==> config.mk <==
export PLATFORM = sky130hd
export DESIGN_NAME = load_store_unit
export DESIGN_NICKNAME = d
export VERILOG_FILES = /design/src/rtl/processor_pkg.sv /design/src/rtl/lsu_byte_lane.sv /design/src/rtl/load_store_unit.sv
export SDC_FILE = /design/constraint.sdc
export NUM_CORES = 1
export LEC_CHECK = 0
export CAP_MARGIN = 5
export CORE_AREA = 3 3 120 122
export DETAILED_ROUTE_END_ITERATION = 12
export DIE_AREA = 0 0 123 125
export GPL_ROUTABILITY_DRIVEN = 0
export PLACE_DENSITY = 0.8
export SLEW_MARGIN = 20
export SYNTH_ARGS = -nofsm -noshare
export SYNTH_HDL_FRONTEND = slang
export SYNTH_SLANG_ARGS = --single-unit
==> constraint.sdc <==
create_clock -name clock -period 2.3 [get_ports clock]
set_input_delay 0.345 -clock clock [delete_from_list [all_inputs] [get_ports clock]]
set_output_delay 0.345 -clock clock [all_outputs]
set_load 0.01 [all_outputs]
==> src/rtl/processor_pkg.sv <==
// rtl/processor_pkg.sv - shared RV32I load/store constants, LSU state type and request legality check
package processor_pkg;

  localparam logic [2:0] F3_LB  = 3'd0;
  localparam logic [2:0] F3_LH  = 3'd1;
  localparam logic [2:0] F3_LW  = 3'd2;
  localparam logic [2:0] F3_LBU = 3'd4;
  localparam logic [2:0] F3_LHU = 3'd5;
  localparam logic [2:0] F3_SB  = 3'd0;
  localparam logic [2:0] F3_SH  = 3'd1;
  localparam logic [2:0] F3_SW  = 3'd2;

  typedef enum logic [2:0] {
    LSU_IDLE,
    LSU_RD,
    LSU_CAPTURE,
    LSU_MERGE,
    LSU_WR,
    LSU_RESP,
    LSU_ERR
  } lsu_state_t;

  // True when the request must be rejected without touching memory.
  function automatic logic lsu_req_error(input logic       is_load,
                                         input logic       is_store,
                                         input logic [2:0] funct3,
                                         input logic [1:0] byte_off);
    logic err;
    err = 1'b0;
    if (is_load == is_store) begin
      err = 1'b1;
    end else if (is_load) begin
      case (funct3)
        F3_LB, F3_LBU: err = 1'b0;
        F3_LH, F3_LHU: err = byte_off[0];
        F3_LW:         err = |byte_off;
        default:       err = 1'b1;
      endcase
    end else begin
      case (funct3)
        F3_SB:   err = 1'b0;
        F3_SH:   err = byte_off[0];
        F3_SW:   err = |byte_off;
        default: err = 1'b1;
      endcase
    end
    return err;
  endfunction

endpackage

==> src/rtl/lsu_byte_lane.sv <==
// rtl/lsu_byte_lane.sv - little-endian load extract/extend and sub-word store merge
module lsu_byte_lane
  import processor_pkg::*;
(
  input  logic [2:0]  funct3,
  input  logic [1:0]  byte_off,
  input  logic [31:0] rd_word,
  input  logic [31:0] store_data,
  output logic [31:0] load_data,
  output logic [31:0] merged_word
);

  logic [7:0]  lane_byte;
  logic [15:0] lane_half;

  always_comb begin
    lane_byte = 8'h00;
    case (byte_off)
      2'd0: lane_byte = rd_word[7:0];
      2'd1: lane_byte = rd_word[15:8];
      2'd2: lane_byte = rd_word[23:16];
      2'd3: lane_byte = rd_word[31:24];
      default: lane_byte = 8'h00;
    endcase
    lane_half = byte_off[1] ? rd_word[31:16] : rd_word[15:0];
  end

  always_comb begin
    load_data = rd_word;
    case (funct3)
      F3_LB:   load_data = {{24{lane_byte[7]}}, lane_byte};
      F3_LH:   load_data = {{16{lane_half[15]}}, lane_half};
      F3_LW:   load_data = rd_word;
      F3_LBU:  load_data = {24'h000000, lane_byte};
      F3_LHU:  load_data = {16'h0000, lane_half};
      default: load_data = rd_word;
    endcase
  end

  always_comb begin
    merged_word = rd_word;
    case (funct3)
      F3_SB: begin
        case (byte_off)
          2'd0: merged_word[7:0]   = store_data[7:0];
          2'd1: merged_word[15:8]  = store_data[7:0];
          2'd2: merged_word[23:16] = store_data[7:0];
          2'd3: merged_word[31:24] = store_data[7:0];
          default: merged_word = rd_word;
        endcase
      end
      F3_SH: begin
        if (byte_off[1]) merged_word[31:16] = store_data[15:0];
        else             merged_word[15:0]  = store_data[15:0];
      end
      default: merged_word = store_data;
    endcase
  end

endmodule

==> src/rtl/load_store_unit.sv <==
// rtl/load_store_unit.sv - RV32I memory-access stage on a word-wide BRAM without byte enables
module load_store_unit
  import processor_pkg::*;
#(
  parameter int ADDR_WIDTH = 7
) (
  input  logic                  clock,
  input  logic                  reset,
  input  logic                  req_valid,
  output logic                  req_ready,
  input  logic                  req_is_load,
  input  logic                  req_is_store,
  input  logic [2:0]            req_funct3,
  input  logic [31:0]           req_base,
  input  logic [31:0]           req_offset,
  input  logic [31:0]           req_store_data,
  output logic                  resp_valid,
  output logic                  resp_error,
  output logic [31:0]           resp_load_data,
  output logic [ADDR_WIDTH-1:0] mem_addr,
  output logic                  mem_read_enable,
  output logic                  mem_write_enable,
  output logic [31:0]           mem_write_data,
  input  logic [31:0]           mem_read_data
);

  lsu_state_t state_q, state_d;

  logic [31:0]           addr;
  logic                  req_err;
  logic                  accept;
  logic [ADDR_WIDTH-1:0] word_addr_q;
  logic [1:0]            byte_off_q;
  logic [2:0]            funct3_q;
  logic                  is_load_q;
  logic [31:0]           store_data_q;
  logic [31:0]           wbuf_q;
  logic [31:0]           load_data_q;
  logic [31:0]           lane_load;
  logic [31:0]           lane_merged;

  assign addr    = req_base + req_offset;
  assign req_err = lsu_req_error(req_is_load, req_is_store, req_funct3, addr[1:0]);
  assign accept  = (state_q == LSU_IDLE) && req_valid;

  lsu_byte_lane u_byte_lane (
    .funct3      (funct3_q),
    .byte_off    (byte_off_q),
    .rd_word     (mem_read_data),
    .store_data  (store_data_q),
    .load_data   (lane_load),
    .merged_word (lane_merged)
  );

  // wbuf_q preloads the store data so a full-word store can write it directly.
  always_ff @(posedge clock or negedge reset) begin
    if (!reset) begin
      state_q      <= LSU_IDLE;
      word_addr_q  <= '0;
      byte_off_q   <= 2'b00;
      funct3_q     <= 3'b000;
      is_load_q    <= 1'b0;
      store_data_q <= 32'h0;
      wbuf_q       <= 32'h0;
      load_data_q  <= 32'h0;
    end else begin
      state_q <= state_d;
      if (accept) begin
        word_addr_q  <= addr[ADDR_WIDTH+1:2];
        byte_off_q   <= addr[1:0];
        funct3_q     <= req_funct3;
        is_load_q    <= req_is_load;
        store_data_q <= req_store_data;
        wbuf_q       <= req_store_data;
      end
      if (state_q == LSU_CAPTURE) load_data_q <= lane_load;
      if (state_q == LSU_MERGE)   wbuf_q      <= lane_merged;
    end
  end

  always_comb begin
    state_d          = state_q;
    req_ready        = 1'b0;
    resp_valid       = 1'b0;
    resp_error       = 1'b0;
    mem_read_enable  = 1'b0;
    mem_write_enable = 1'b0;
    mem_write_data   = 32'h0;
    mem_addr         = word_addr_q;
    case (state_q)
      LSU_IDLE: begin
        req_ready = 1'b1;
        mem_addr  = '0;
        if (req_valid) begin
          if (req_err)                                   state_d = LSU_ERR;
          else if (req_is_store && req_funct3 == F3_SW)  state_d = LSU_WR;
          else                                           state_d = LSU_RD;
        end
      end
      LSU_RD: begin
        mem_read_enable = 1'b1;
        state_d = is_load_q ? LSU_CAPTURE : LSU_MERGE;
      end
      LSU_CAPTURE: state_d = LSU_RESP;
      LSU_MERGE:   state_d = LSU_WR;
      LSU_WR: begin
        mem_write_enable = 1'b1;
        mem_write_data   = wbuf_q;
        state_d          = LSU_RESP;
      end
      LSU_RESP: begin
        resp_valid = 1'b1;
        state_d    = LSU_IDLE;
      end
      LSU_ERR: begin
        resp_valid = 1'b1;
        resp_error = 1'b1;
        state_d    = LSU_IDLE;
      end
      default: state_d = LSU_IDLE;
    endcase
  end

  assign resp_load_data = load_data_q;

endmodule

Yosys cells after proc, flatten, opt, wreduce, memory -nomap -nowiden. Index checks and enable logic that the tools add are counted.

Output and inout port bits: 76. Logic and storage cells: 67. Input port bits: 136. Register bits after elaboration: 112.

Mux-type cells: 28. Reduce and logical (&&, ||, !) cells: 12. Eq/ne operators: 18. $add $sub $neg: 1.

Operators by type and width (count): $pmux W32 S4 (1); $mux W32 (3); $pmux W32 S2 (1); $mux W16 (3); $mux W8 (4); $pmux W8 S4 (1); $eq A3 B3 Y1 const B (7); $pmux W3 S4 (1); $reduce_or A2 Y1 (5); $add A9 B9 Y9 (1); $eq A3 B1 Y1 const B (3); $eq A3 B2 Y1 const B (3); $logic_not A3 Y1 (3); $mux W3 (3); $mux W1 (8); $mux W7 (1); $pmux W1 S3 (2); $eq A2 B2 Y1 const B (2); $eq A2 B1 Y1 const B (1); $logic_and A1 B1 Y1 (2); $logic_not A2 Y1 (1); $ne A2 B2 Y1 const B (1); $reduce_bool A2 Y1 (1); $eq A1 B1 Y1 (1).

Depth between registers and ports, before layout. Gate-level depths: netlist (run 1).

Depth after elaboration: 8. Mapped depth: 8. Gate-level depth less buffers: 8.

Modules after synthesis. A second synthesis (run 1) with hierarchy kept.

Cell total of the unflattened synthesis: 729. Area total of the unflattened synthesis: 6312.3 µm².

By module, submodules not included: load_store_unit (area each 5062.4 µm², times used 1, cells an instance 508, seq. area each 2802.7 µm²); lsu_byte_lane (area each 1249.9 µm², times used 1, cells an instance 221, seq. area each 0.0 µm²).

Worst setup path before layout (run 1). No wires, ideal clock.

Path type: register to output. Start: register state_q[1]. End: output port mem_write_data[22]. Path buffers: 2. Cell stages (with the launch flop): 5. Arrival time: 1453 ps. Setup slack: 502 ps. Required time: 1955 ps. Cell sequence: dfrtp_1 > buf_2 > nor3b_1 > clkbuf_1 > and2_1.

Word-level cells in the longest chain between the ends: 2.

Ends and longest elaborated chain: start, declared (line load_store_unit.sv:27) `lsu_state_t state_q, state_d;`; start signal, assigned (line load_store_unit.sv:67) `state_q <= state_d;`; $eq A3 B3 Y1 (line load_store_unit.sv:90) `case (state_q)`; $mux W32 (line load_store_unit.sv:90); end, declared (line load_store_unit.sv:23) `output logic [31:0] mem_write_data,`.

Every way passes these cells.

Worst setup path in the final report (run 1).
Start: register state_q[1]. End: output port mem_write_data[4].

Same word-level chain as after synthesis.

==> results of run 1 <==
flip-flops by register name, indices dropped and copies added, names as in the netlist:
register	count
is_load_q	1
word_addr_q	7
store_data_q	32
funct3_q	3
byte_off_q	2
state_q	3
wbuf_q	32
resp_load_data	32
logic make-up after synthesis:
family | after synthesis
flops | 112
mux | 25
buf+inv | 56
simple gates | 319
compound gates | 168
fa+ha+maj | 9
xor+xnor | 8
worst max path at each step:
stage                       start                 end  slack, ps  depth (start not counted)
CTS                    state_q[1]  mem_write_data[14]          6                          4
global route           state_q[1]   mem_write_data[3]        -50                          5
global placement      req_base[0]      word_addr_q[6]         30                          9
floorplan              state_q[1]  mem_write_data[22]        500                          4
finish                 state_q[1]   mem_write_data[4]         30                          5
detailed placement  req_offset[0]      word_addr_q[6]         -8                          9
area by class of cell:
cell class,count,area (um^2),area share
Tap cell,176,220,0.0261
Timing Repair Buffer,198,2020,0.239
Multi-Input combinational cell,529,3060,0.364
Inverter,9,33.8,0.00401
Sequential cell,112,2800,0.333
Clock inverter,4,35.0,0.00416
Clock buffer,12,256,0.0304
synth_stat cells, drive strengths merged (2+ instances only):
cell and count:
a21oi 44, o22ai 7, a22oi 8, and2 36, o21bai 2, nor2b 8
buf 22, nor3 4, mux2 8, a31oi 9, a32oi 8, a221o 15
nand2b 3, xnor2 2, a211oi 13, o21ai 28, nand2 180, mux2i 16
xor2 6, inv 9, nand3 10, o21a 10, nor3b 8, dfrtp 112
nor2 58, and3 7, a22o 8, a221oi 8, a21o 2, clkbuf 25
ha 8
timing repair:
| action | 4_1_cts | 5_1_grt |
|---|---|---|
| gates resized for setup | 5 | 24 |
| gates cloned | 0 | 1 |
| setup buffers | 3 | 3 |
| hold endpoints to repair | 26 | 0 |
| pin swaps | 2 | 0 |
| hold buffers | 1 | 0 |
| endpoints found under the setup margin | 9 | 27 |
power groups by stage:
stage / registers (mW) / clock network, mW / logic (mW)
detailed placement: 3.61 / 0 / 5.81
CTS: 3.58 / 1.54 / 5.88
finish: 3.59 / 1.53 / 5.98
global route: 3.71 / 1.64 / 6.55
floorplan: 3.55 / 0 / 3.50
global placement: 3.57 / 0 / 5.72
routing by layer:
layer	global-route usage	vias up	wire (um)
met5	0	-	0
met4	0.0521	0	385
met3	0.0492	25	1550
met2	0.344	257	8150
met1	0.325	2749	8010
li1	-	2753	-
metrics by stage:
| step | util | setup WS, ps |
|---|---|---|
| 2_1_floorplan | - | 502 |
| 3_3_place_gp | 0.602 | 31.3 |
| 3_5_place_dp | 0.602 | -8.10 |
| 4_1_cts | 0.626 | 5.96 |
| 5_1_grt | 0.634 | -54.5 |
| 6_report | 0.634 | 28.8 |
==> key figures, run 1 <==
Critical path
  – Crit path kind: flop to output port
  – Reg2Reg Depth: 6
  – Worst-path cell chain: nor3b_4, buf_4, buf_12, and2_1, clkdlybuf4s50_1
  – CP max FO: 17
  – Reg2reg start: byte_off_q[0]
  – Critical path's top delay family: buffers and inverters
  – CP max stage cell: clkdlybuf4s50_1
  – Setup crit start kind: flop
  – Crit path required time: roughly 2000 ps
  – Buffers plus inverters on the worst setup path: 3
  – Critical Path Max Stage Delay: about 530 ps
  – Worst setup EP type: output port
  – R2r endpoint: resp_load_data[2]
  – Worst Path Arrival: ~1900 ps
  – Setup slack, reg-to-reg: around 200 ps

Final layout
  – Fin nets: around 1000
  – Commonest non-fill, non-tap cell in the layout: nand2_1
  – Commonest cells after routing, fill and taps aside: nand2_1, clkdlybuf4s50_1, dfrtp_1
  – Share of layout cells above drive strength 1: 0.0799
  – Antenna Cells: 0
  – Fin cells: 1040
  – Post-route cell area: roughly 0.0084 mm^2
  – Synth-to-Final Area Change: 37.2%
  – Fill cells: ~1100

STA
  – Final min period: between 2000 and 2500 ps
  – Max Clock Skew: around 8.3 ps
  – Final setup violation count: 0
  – Worst Tran Pin Value: about 670 ps
  – Worst hold slack: 455 ps
  – Rel. slew slack: 0.549
  – TNS Setup: 0 ps
  – Period utilization: 0.987
  – Fmax: 440 MHz
  – Final Hold Vio Count: 0
  – Final Max Tran Viols: 0

Global routing
  – Number of antenna violations at the first check in global routing: 0
  – Total congestion overflow: 0
  – Largest net degree at the start of global routing: 57
  – Overall routing resource usage: 0.224
  – First-pass GRT wire length: around 27 mm
  – Vias in the first global route: 5312

Synth
  – Synth Area in XOR/XNOR: 0.0114
  – Synth area leaders: dfrtp_1, nand2_1, and2_1, nor2_1, a21oi_1
  – Synth Warn #: 0
  – Synth Area in Adders: 0.0195
  – Area leader, netlist: dfrtp_1
  – Asr flop ratio synth: 1.00
  – Avg Inst Size Synth: a little under 9 um^2
  – Yosys reg bits: 112
  – EDFF count, synth: 0
  – Netlist Area Pre-Place: 0.00614 mm^2
  – Mux cell area share after synthesis: 0.0444
  – Largest family of logic cells by synthesized area: simple AND/OR/NAND/NOR gates
  – Library cells used by synthesis: 55
  – Share of the synthesized area in the top cell type: 0.456
  – Mapped Cells: around 700
  – Top FF cell, synth: dfrtp_1
  – Seq/Total Area, Yosys: 0.456
  – Syn nets: 842
  – Simple-Gate Fraction of Synth Area: 0.235
  – Post-synthesis compound-gate area fraction: 0.186

Clock network
  – Sink Count: between 100 and 150
  – Worst skew pair latency: 340 ps
  – Clock Path Buffers: 2
  – TritonCTS clock tree: done
  – CTS Buf Count: 9
  – Reg clk slew, reported paths: around 80 ps
  – H-tree depth: 3
  – CTS Root Cell: clkbuf_16

Floorplan
  – Ports: ~210
  – Site Rows: between 40 and 50
  – Initial Util: 0.462
  – Die ar.: 0.0154 mm^2
  – Core area: about 0.013 mm^2
  – Die width: roughly 120 um
  – Die Y: 125 um

Power
  – Leak: 4.14 nW
  – Peak supply drop: 572 uV
  – Switching pwr: about 4.5 mW
  – Switching Fraction: 0.402
  – Total internal power: around 6.6 mW
  – Part of the power in registers: 0.324
  – Clock network fraction of total power: 0.137
  – Power, Total: approximately 11 mW
  – Comb pwr share: 0.539
  – Pwr/cell area: about 1300 mW/mm^2

Place
  – Placed cell areas: about 0.0080 mm^2
  – Cells after DPL: about 1000
  – Post-DP HPWL: 13.1 mm
  – I/O Buffers: about 170

Routing
  – Vias per cell: around 5.6
  – DRC: 0
  – Final WL: 18.1 mm
  – First-pass detailed-route iteration total: 6
  – Via Count: 5784
  – Starting DRT DRC Count: 520
  – ANT nets after route: 0
  – Routed WL per cell: roughly 17 um

Outcome
  – Status: completed

Hold path
  – Worst min-delay path category: input port to async pin

Run
  – MaxCap Viol Count: 0
Note: power is estimated with default switching activity, not from simulation.
==> run 2: changes to the inputs <==
PLACE_DENSITY = not set   (was 0.8)
PLACE_DENSITY_LB_ADDON = 0.3   (was not set)
==> run 2 against run 1 <==
Effect of this change: worst setup slack better by 78 ps; count of clock-buffer cells in the layout did not move; sequential power rose by 1%; critical path depth decreased by 1; clock skew is 0.60 ps higher; combinational power hardly changed; sequential share of layout area hardly changed; routed wire length up 3.6%; cell count rose by 0.29%.
==> key figures, run 2 (synthesized netlist as in run 1, its figures left out) <==
Outcome
  – Status: completed (unchanged)

Global routing
  – Busiest grt layer: met2 (unchanged)
  – GR Util met1: 0.336 (was 0.325)
  – First-pass GRT wire length: 29.4 mm (was 27.5 mm)
  – Met3 GRT Util: 0.0465 (was 0.0492)
  – Vias in the first global route: 5661 (was 5312)
  – Overall routing resource usage: 0.242 (was 0.224)
  – Grt met2 use: 0.378 (was 0.344)
  – Largest net degree at the start of global routing: 67 (was 57)
  – Number of antenna violations at the first check in global routing: 0 (unchanged)
  – Total congestion overflow: 0 (unchanged)

Place
  – Post-DP HPWL: 13.6 mm (was 13.1 mm)
  – Placed cell areas: 0.00799 mm^2 (was 0.00800 mm^2)
  – I/O Buffers: 165 (unchanged)
  – Place WS: -65.4 ps (was -8.10 ps)

Clock network
  – TritonCTS clock tree: done (unchanged)
  – CTS Buf Count: 9 (unchanged)
  – Reg clk slew, reported paths: 70 ps (was 80 ps)
  – Worst skew pair latency: 350 ps (was 340 ps)
  – Sink Count: 112 (unchanged)
  – Clock Path Buffers: 2 (unchanged)
  – CTS Root Cell: clkbuf_16 (unchanged)
  – H-tree depth: 3 (unchanged)

Power
  – Leak: 4.13 nW (was 4.14 nW)
  – Pwr/cell area: 1330 mW/mm^2 (was 1320 mW/mm^2)
  – Switching pwr: 4.51 mW (was 4.46 mW)
  – Comb pwr share: 0.536 (was 0.539)
  – Clock network fraction of total power: 0.141 (was 0.137)
  – Switching Fraction: 0.402 (about the same)
  – Power, Total: 11.2 mW (was 11.1 mW)
  – Part of the power in registers: 0.323 (was 0.324)
  – Total internal power: 6.72 mW (was 6.64 mW)
  – Peak supply drop: 497 uV (was 572 uV)

STA
  – Period utilization: 0.953 (was 0.987)
  – Final Max Tran Viols: 0 (unchanged)
  – Unrepaired setup endpoints after global routing: no
  – Setup WS post-layout: 107 ps (was 28.8 ps)
  – Max Clock Skew: 8.86 ps (was 8.26 ps)
  – Fmax: 456 MHz (was 440 MHz)
  – Final Hold Vio Count: 0 (unchanged)
  – Final min period: 2190 ps (was 2270 ps)
  – Worst Tran Pin Value: 660 ps (was 673 ps)
  – Rel. slew slack: 0.557 (was 0.549)
  – TNS Setup: 0 ps (unchanged)
  – Worst hold slack: 382 ps (was 455 ps)
  – Final setup violation count: 0 (unchanged)

Critical path
  – Worst-path cell chain: buf_4, buf_4, nor3_1, clkdlybuf4s50_1 (was nor3b_4, buf_4, buf_12, and2_1, clkdlybuf4s50_1)
  – Crit path required time: 1960 ps (about the same)
  – Critical path's top delay family: buffers and inverters (unchanged)
  – Crit path kind: flop to output port (unchanged)
  – Setup crit start kind: flop (unchanged)
  – Worst setup EP type: output port (unchanged)
  – Buffers plus inverters on the worst setup path: 3 (unchanged)
  – Most common cell on crit path: buf_4
  – Critical Path Max Stage Delay: 580 ps (was 530 ps)
  – CP max FO: 4 (was 17)
  – Worst Path Arrival: 1850 ps (was 1930 ps)
  – CP max stage cell: clkdlybuf4s50_1 (unchanged)

Routing
  – Via Count: 5860 (was 5784)
  – Routed WL per cell: 18.0 um (was 17.4 um)
  – DRC: 0 (unchanged)
  – First-pass detailed-route iteration total: 5 (was 6)
  – ANT nets after route: 0 (unchanged)
  – Vias per cell: 5.62 (was 5.56)
  – Starting DRT DRC Count: 627 (was 520)
  – Final WL: 18.7 mm (was 18.1 mm)

Hold path
  – Worst min-delay path category: input port to async pin (unchanged)

Final layout
  – Share of layout cells above drive strength 1: 0.0819 (was 0.0799)
  – Fill cells: 1099 (was 1102)
  – Antenna Cells: 0 (unchanged)
  – Commonest non-fill, non-tap cell in the layout: nand2_1 (unchanged)
  – Post-route cell area: 0.00844 mm^2 (was 0.00843 mm^2)
  – Synth-to-Final Area Change: 37.4% (was 37.2%)
  – Commonest cells after routing, fill and taps aside: nand2_1, clkdlybuf4s50_1, dfrtp_1 (unchanged)
  – Fin nets: 1007 (was 1004)

Floorplan
  – Core area: 0.0133 mm^2 (unchanged)
  – Die width: 123 um (unchanged)
  – Die Y: 125 um (unchanged)
  – Die ar.: 0.0154 mm^2 (unchanged)
  – Site Rows: 42 (unchanged)
  – Initial Util: 0.462 (unchanged)
  – Ports: 212 (unchanged)

Run
  – MaxCap Viol Count: 0 (unchanged)
run 2: cell count changes in the layout (fill, tap and decap cells not counted), moves of 2 or more:
cell	before	now
clkdlybuf4s50_1	137	132
dlymetal6s2s_1	22	20
dlygate4sd2_1	5	12
clkinvlp_4	0	2
buf_6	0	4
inv_6	3	0
run 2: worst paths after layout:
| kind | from | to | slack, ps | cells after the start |
|---|---|---|---|---|
| max reg2reg | byte_off_q[0] | wbuf_q[25] | 290 | 5 |
| min reg2reg | word_addr_q[1] | word_addr_q[1] | 480 | 2 |
| min | reset | resp_load_data[5] | 380 | 2 |
| min in group clock | word_addr_q[1] | word_addr_q[1] | 480 | 2 |
| max | state_q[2] | mem_read_enable | 110 | 4 |
| max in group asynchronous | reset | wbuf_q[11] | 1210 | 3 |
run 2: metrics by stage:
stage                     cells  utilization
after floorplan             697            -
after global placement     1016        0.601
after detailed placement   1016        0.601
after CTS                  1043        0.631
after global routing       1043        0.635
final                      1043        0.635
run 2: routing by layer:
metal  vias to the layer above  part of all wire
li1                       2750                 -
met1                      2811              0.42
met2                       267              0.47
met3                        32             0.082
met4                         0             0.027
met5                         -                 0
run 2: what timing repair did:
item / CTS / global route
hold endpoints to repair: 9 / 0
hold buffers: 1 / 0
setup buffers: 7 / 0
gates resized for setup: 21 / 21
endpoints found under the setup margin: 41 / 20
gates cloned: 3 / 0
pin swaps: 2 / 0
run 2: power groups by stage:
stage	Sequential, mW	Combinational, mW	Clock [mW]
6_report	3.63	6.01	1.58
5_1_grt	3.73	6.59	1.69
4_1_cts	3.61	6.04	1.60
3_5_place_dp	3.65	5.79	0
3_3_place_gp	3.59	5.65	0
2_1_floorplan	3.55	3.50	0
run 2: area by class of cell:
type                            count  area (um^2)  share of cell area
Inverter                            9         33.8             0.00400
Clock inverter                      4         53.8             0.00637
Multi-Input combinational cell    529         3060               0.363
Timing Repair Buffer              201         2020               0.239
Tap cell                          176          220              0.0261
Clock buffer                       12          246              0.0292
Sequential cell                   112         2810               0.332
==> RTL edit 1 (flow settings as in run 1) <==
Change the parameter `ADDR_WIDTH` from 7 to 5.
--- a/src/rtl/load_store_unit.sv
+++ b/src/rtl/load_store_unit.sv
@@ -2,7 +2,7 @@
 module load_store_unit
   import processor_pkg::*;
 #(
-  parameter int ADDR_WIDTH = 7
+  parameter int ADDR_WIDTH = 5
 ) (
   input  logic                  clock,
   input  logic                  reset,
Interface: changed (resized mem_addr); port bits go from 212 to 210. No check against the original RTL was run, so the function may have changed too.
==> RTL edit 1 against run 1 <==
  * Count of clock-buffer cells in the layout rose by 3
  * Critical path type unchanged
  * Final area fell by 1.8%
  * Synthesized cell count fell by 4.7%
  * Power fell by 2.4%
  * Sequential cell count fell by 2
  * Setup slack improved by 0.021 ns
  * Non-clock buffer count rose by 1
  * Global-route usage rose by 2.7 points
  * Routed wire length rose by 7.0%
  * Sequential power barely moved
  * Area after synthesis fell by 2.4%
  * Maximum frequency rose by 0.95%
  * Cell count fell by 3.1%
==> RTL edit 1: results (changes against run 1) <==
CP Max Fanout: 13 (was 17)
synthesized instance count: 664 (was 697)
drt total wl: 19400 microns (was 18100 microns)
Worst R2R Start: byte_off_q[1]$_DFFE_PN0P_ (was byte_off_q[0]$_DFFE_PN0P_)
GR Util met3: 0.0547 (was 0.0492)
hold_ws: 0.440 ns (was 0.455 ns)
FF+latch count, synth: 110 (was 112)
Worst-Skew Late Latency: 0.35 ns
DP HPWL: 14200 microns (was 13100 microns)
period utilization: 0.978 (was 0.987)
synth cell count leaders: 132 x nand2_1, 110 x dfrtp_1, 67 x a21oi_1 (was 171 x nand2_1, 112 x dfrtp_1, 57 x nor2_1)
syn_nets: 807 (was 842)
vias in the first global route: 5736 (was 5312)
Reg2Reg Depth: 4 (was 6)
CP arrival: 1.90 ns (was 1.93 ns)
grt met1 use: 0.327 (was 0.325)
Tot GR Track Use: 0.251 (was 0.224)
max-cap violation count: 0 (unchanged)
Fillers: 1096 (was 1102)
share of layout cells above drive strength 1: 0.107 (was 0.0799)
slew margin rel.: 0.576 (was 0.549)
worst vdd ir: 0.542 mV (was 0.572 mV)
sw power: 4380 uW (was 4460 uW)
PortBufs: 159 (was 165)
first-pass GRT wire length: 30300 microns (was 27500 microns)
status: finished clean (unchanged)
post-synth cell types: 59 (was 55)
Leakage: 0.00389 uW (was 0.00414 uW)
met2 Usage GRT: 0.406 (was 0.344)
TritonCTS Buffers: 9 (unchanged)
WL per Instance: 19.2 microns (was 17.4 microns)
via/cell ratio: 5.85 (was 5.56)
largest net degree at the start of global routing: 48 (was 57)
FF+latch area: 2760 sq um (was 2800 sq um)
post-synthesis sequential area ratio: 0.459 (was 0.456)
Largest stage delay, worst path: 0.53 ns (about the same)
Fin Clk Skew: 0.00797 ns (was 0.00826 ns)
Worst R2R Setup Slack: 0.35 ns (was 0.20 ns)
critical path startpoint: state_q[0]$_DFFE_PN0P_ (was state_q[1]$_DFFE_PN0P_)
DR pass1 iterations: 5 (was 6)
Total Nets Final: 971 (was 1004)
initial antenna violation count: 0 (unchanged)
synth top area cells: dfrtp_1 46%, nand2_1 8.3%, a21oi_1 5.6% (was dfrtp_1 46%, nand2_1 10%, and2_1 3.7%)
Max stage delay cell, worst path: clkdlybuf4s50_1 (unchanged)
antenna cells: 0 (unchanged)
DP Cell Count: 983 (was 1016)
Detailed Route Iter0 Violations: 496 (was 520)
Placed Instance Area: 7830 sq um (was 8000 sq um)
-- RTL edit 1: final timing paths --
| path | end |
|---|---|
| max | mem_write_data[1] |
| min | resp_load_data[29]$_DFFE_PN0N_ |
| max reg2reg | wbuf_q[19]$_DFFE_PN0P_ |
| min reg2reg | store_data_q[19]$_DFFE_PN0P_ |
| max in group asynchronous | wbuf_q[20]$_DFFE_PN0P_ |
| min in group clock | store_data_q[19]$_DFFE_PN0P_ |
-- RTL edit 1: metrics by stage --
step,setup WS [ns],power (uW),utilization
2_1_floorplan,0.131,6690,-
5_1_grt,0.00320,11500,0.623
6_report,0.0503,10800,0.623
3_5_place_dp,-0.434,9020,0.589
4_1_cts,0.00623,10700,0.618
3_3_place_gp,-0.324,8810,0.589
-- RTL edit 1: worst register-to-register path, cell delays in order (launching register included) --
cell and delay, ns:
dfrtp_1 0.55, buf_4 0.27, nand2_1 0.20, a211oi_1 0.61
o22ai_1 0.18
-- RTL edit 1: layout make-up --
type                       count  area share
clock buffer                  15      0.0348
multi-input combinational    500       0.365
timing repair buffer         199       0.237
inverter                       8     0.00363
sequential                   110       0.333
tap                          176      0.0266
-- RTL edit 1: metal layers --
layer  vias up  wire length [microns]
li1       2679                      -
met1      2843                   7700
met2       329                   9160
met3        46                   1800
met4         0                    695
met5         -                      0
-- RTL edit 1: power groups by stage --
stage / sequential (uW) / clock, uW / combinational (uW)
6_report: 3600 / 1520 / 5720
5_1_grt: 3710 / 1590 / 6220
3_3_place_gp: 3550 / 0 / 5260
4_1_cts: 3580 / 1530 / 5610
2_1_floorplan: 3480 / 0 / 3210
3_5_place_dp: 3600 / 0 / 5420
-- RTL edit 1: cell families after synthesis --
group | count (synthesis) | synth area share
simple gates | 260 | 0.209
compound gates | 203 | 0.217
flops | 110 | 0.459
buf+inv | 54 | 0.0457
mux | 25 | 0.0461
fa+ha+maj | 7 | 0.0159
xor+xnor | 5 | 0.00730
-- RTL edit 1: what timing repair did --
action	4_1_cts	5_1_grt
setup buffers	3	4
hold buffers	1	0
gates cloned	2	0
setup endpoints to repair	37	8
gates resized for setup	39	9
endpoints found under the hold margin	21	0
pin swaps	6	2
==> RTL edit 2 (config.mk and constraints of run 1) <==
Without the edit above. Reset style: synchronous (`reset`), changed in one clocked block.
--- a/src/rtl/load_store_unit.sv
+++ b/src/rtl/load_store_unit.sv
@@ -53,7 +53,7 @@
   );
 
   // wbuf_q preloads the store data so a full-word store can write it directly.
-  always_ff @(posedge clock or negedge reset) begin
+  always_ff @(posedge clock) begin
     if (!reset) begin
       state_q      <= LSU_IDLE;
       word_addr_q  <= '0;
Behaviour: differs if reset is asserted again (counterexample within 4 cycles, from zero or initial values and one cycle with reset low); with reset held inactive, the same outputs for 10 cycles.
==> RTL edit 2 against run 1 <==
  * Power fell by 34%
  * Global-route usage rose by 1.3 points
  * Critical path depth unchanged
  * Worst hold slack got worse by 0.00084 ns
  * Critical path type unchanged
  * Setup slack better by 0.0040 ns
  * Highest routed layer unchanged
  * Final area decreased by 1.3%
  * Routed wire length increased by 7.2%
  * Area after synthesis fell by 3.7%
  * Sequential cell count stayed put
  * Clock skew rose by 0.0027 ns
  * Maximum frequency up 0.17%
  * Cell count up 3.6%
  * Sequential share of layout area decreased by 6.3 points
==> RTL edit 2: results (changes against run 1) <==
Fillers: 1149 (was 1102)
asr flop ratio synth: 0 (was 1.00)
critical path startpoint: state_q[0]$_SDFFE_PN0P_ (was state_q[1]$_DFFE_PN0P_)
Worst R2R Setup Slack: 0.12 ns (was 0.20 ns)
hold_ws: 0.454 ns (was 0.455 ns)
power per cell area: 878 nW/um^2 (was 1320 nW/um^2)
slew margin rel.: 0.377 (was 0.549)
Detailed Route Iter0 Violations: 653 (was 520)
GR Util met3: 0.0352 (was 0.0492)
Reg2Reg Depth: 5 (was 6)
Total Nets Final: 1041 (was 1004)
status: finished clean (unchanged)
Worst R2R Start: byte_off_q[1]$_SDFFE_PN0P_ (was byte_off_q[0]$_DFFE_PN0P_)
first-pass GRT wire length: 29200 microns (was 27500 microns)
met2 Usage GRT: 0.378 (was 0.344)
r2r endpoint: resp_load_data[10]$_SDFFE_PN0N_ (was resp_load_data[2]$_DFFE_PN0N_)
syn_nets: 881 (was 842)
post-synthesis sequential area ratio: 0.379 (was 0.456)
share of layout cells above drive strength 1: 0.114 (was 0.0799)
post-synthesis mux area share: 0.0590 (was 0.0444)
CP Capture Point: mem_addr[2] (was mem_write_data[4])
post-synth cell types: 59 (was 55)
sw power: 2680 uW (was 4460 uW)
Largest stage delay, worst path: 0.48 ns (was 0.53 ns)
Synth Area in XOR/XNOR: 0.00296 (was 0.0114)
routed wl met2: 9110 microns (was 8150 microns)
grt met1 use: 0.317 (was 0.325)
Tot GR Track Use: 0.237 (was 0.224)
M1 WL: 7940 microns (was 8010 microns)
via count: 6186 (was 5784)
WL per Instance: 18.0 microns (was 17.4 microns)
routed wl met3: 1660 microns (was 1550 microns)
synth top area cells: dfxtp_1 38%, nand2_1 8.9%, a21oi_1 7.3% (was dfrtp_1 46%, nand2_1 10%, and2_1 3.7%)
synth cell count leaders: 141 x nand2_1, 112 x dfxtp_1, 86 x a21oi_1 (was 171 x nand2_1, 112 x dfrtp_1, 57 x nor2_1)
Placed Instance Area: 7850 sq um (was 8000 sq um)
Non-Filler Instances: 1077 (was 1040)
DP HPWL: 13800 microns (was 13100 microns)
Post-Place Setup Slack: -0.336 ns (was -0.00810 ns)
DR pass1 iterations: 7 (was 6)
CTS root buf: clkbuf_16 (unchanged)
worst vdd ir: 0.458 mV (was 0.572 mV)
synthesized instance count: 736 (was 697)
largest net degree at the start of global routing: 43 (was 57)
Setup WS post-layout: 0.0328 ns (was 0.0288 ns)
CP Max Fanout: 10 (was 17)
Worst-Skew Late Latency: 0.36 ns (was 0.34 ns)
Leakage: 0.00355 uW (was 0.00414 uW)
compound-cell area share of the yosys netlist: 0.262 (was 0.186)
largest family of logic cells by synthesized area: compound AO/OA/AOI/OAI gates (was simple AND/OR/NAND/NOR gates)
Fin Clk Skew: 0.0110 ns (was 0.00826 ns)
vias in the first global route: 5623 (was 5312)
==> RTL edit 2: cell type report <==
| type | count | share of cell area |
|---|---|---|
| Clock buffer | 9 | 0.0271 |
| Clock inverter | 7 | 0.00963 |
| Inverter | 7 | 0.00316 |
| Multi-Input combinational cell | 560 | 0.409 |
| Sequential cell | 112 | 0.270 |
| Tap cell | 176 | 0.0265 |
| Timing Repair Buffer | 206 | 0.254 |
==> RTL edit 2: power groups by stage <==
| stage | registers [uW] | clock network (uW) | logic (uW) |
|---|---|---|---|
| floorplan | 2580 | 0 | 1760 |
| global placement | 2600 | 0 | 2880 |
| detailed placement | 2610 | 0 | 2930 |
| CTS | 2570 | 1640 | 2980 |
| global route | 2630 | 1700 | 3330 |
| finish | 2590 | 1630 | 3080 |
==> RTL edit 2: repair_timing <==
action,CTS,global route
resized for setup,15,38
cloned,0,1
setup endpoints to repair,38,28
setup buffers,1,4
pin swaps,1,3
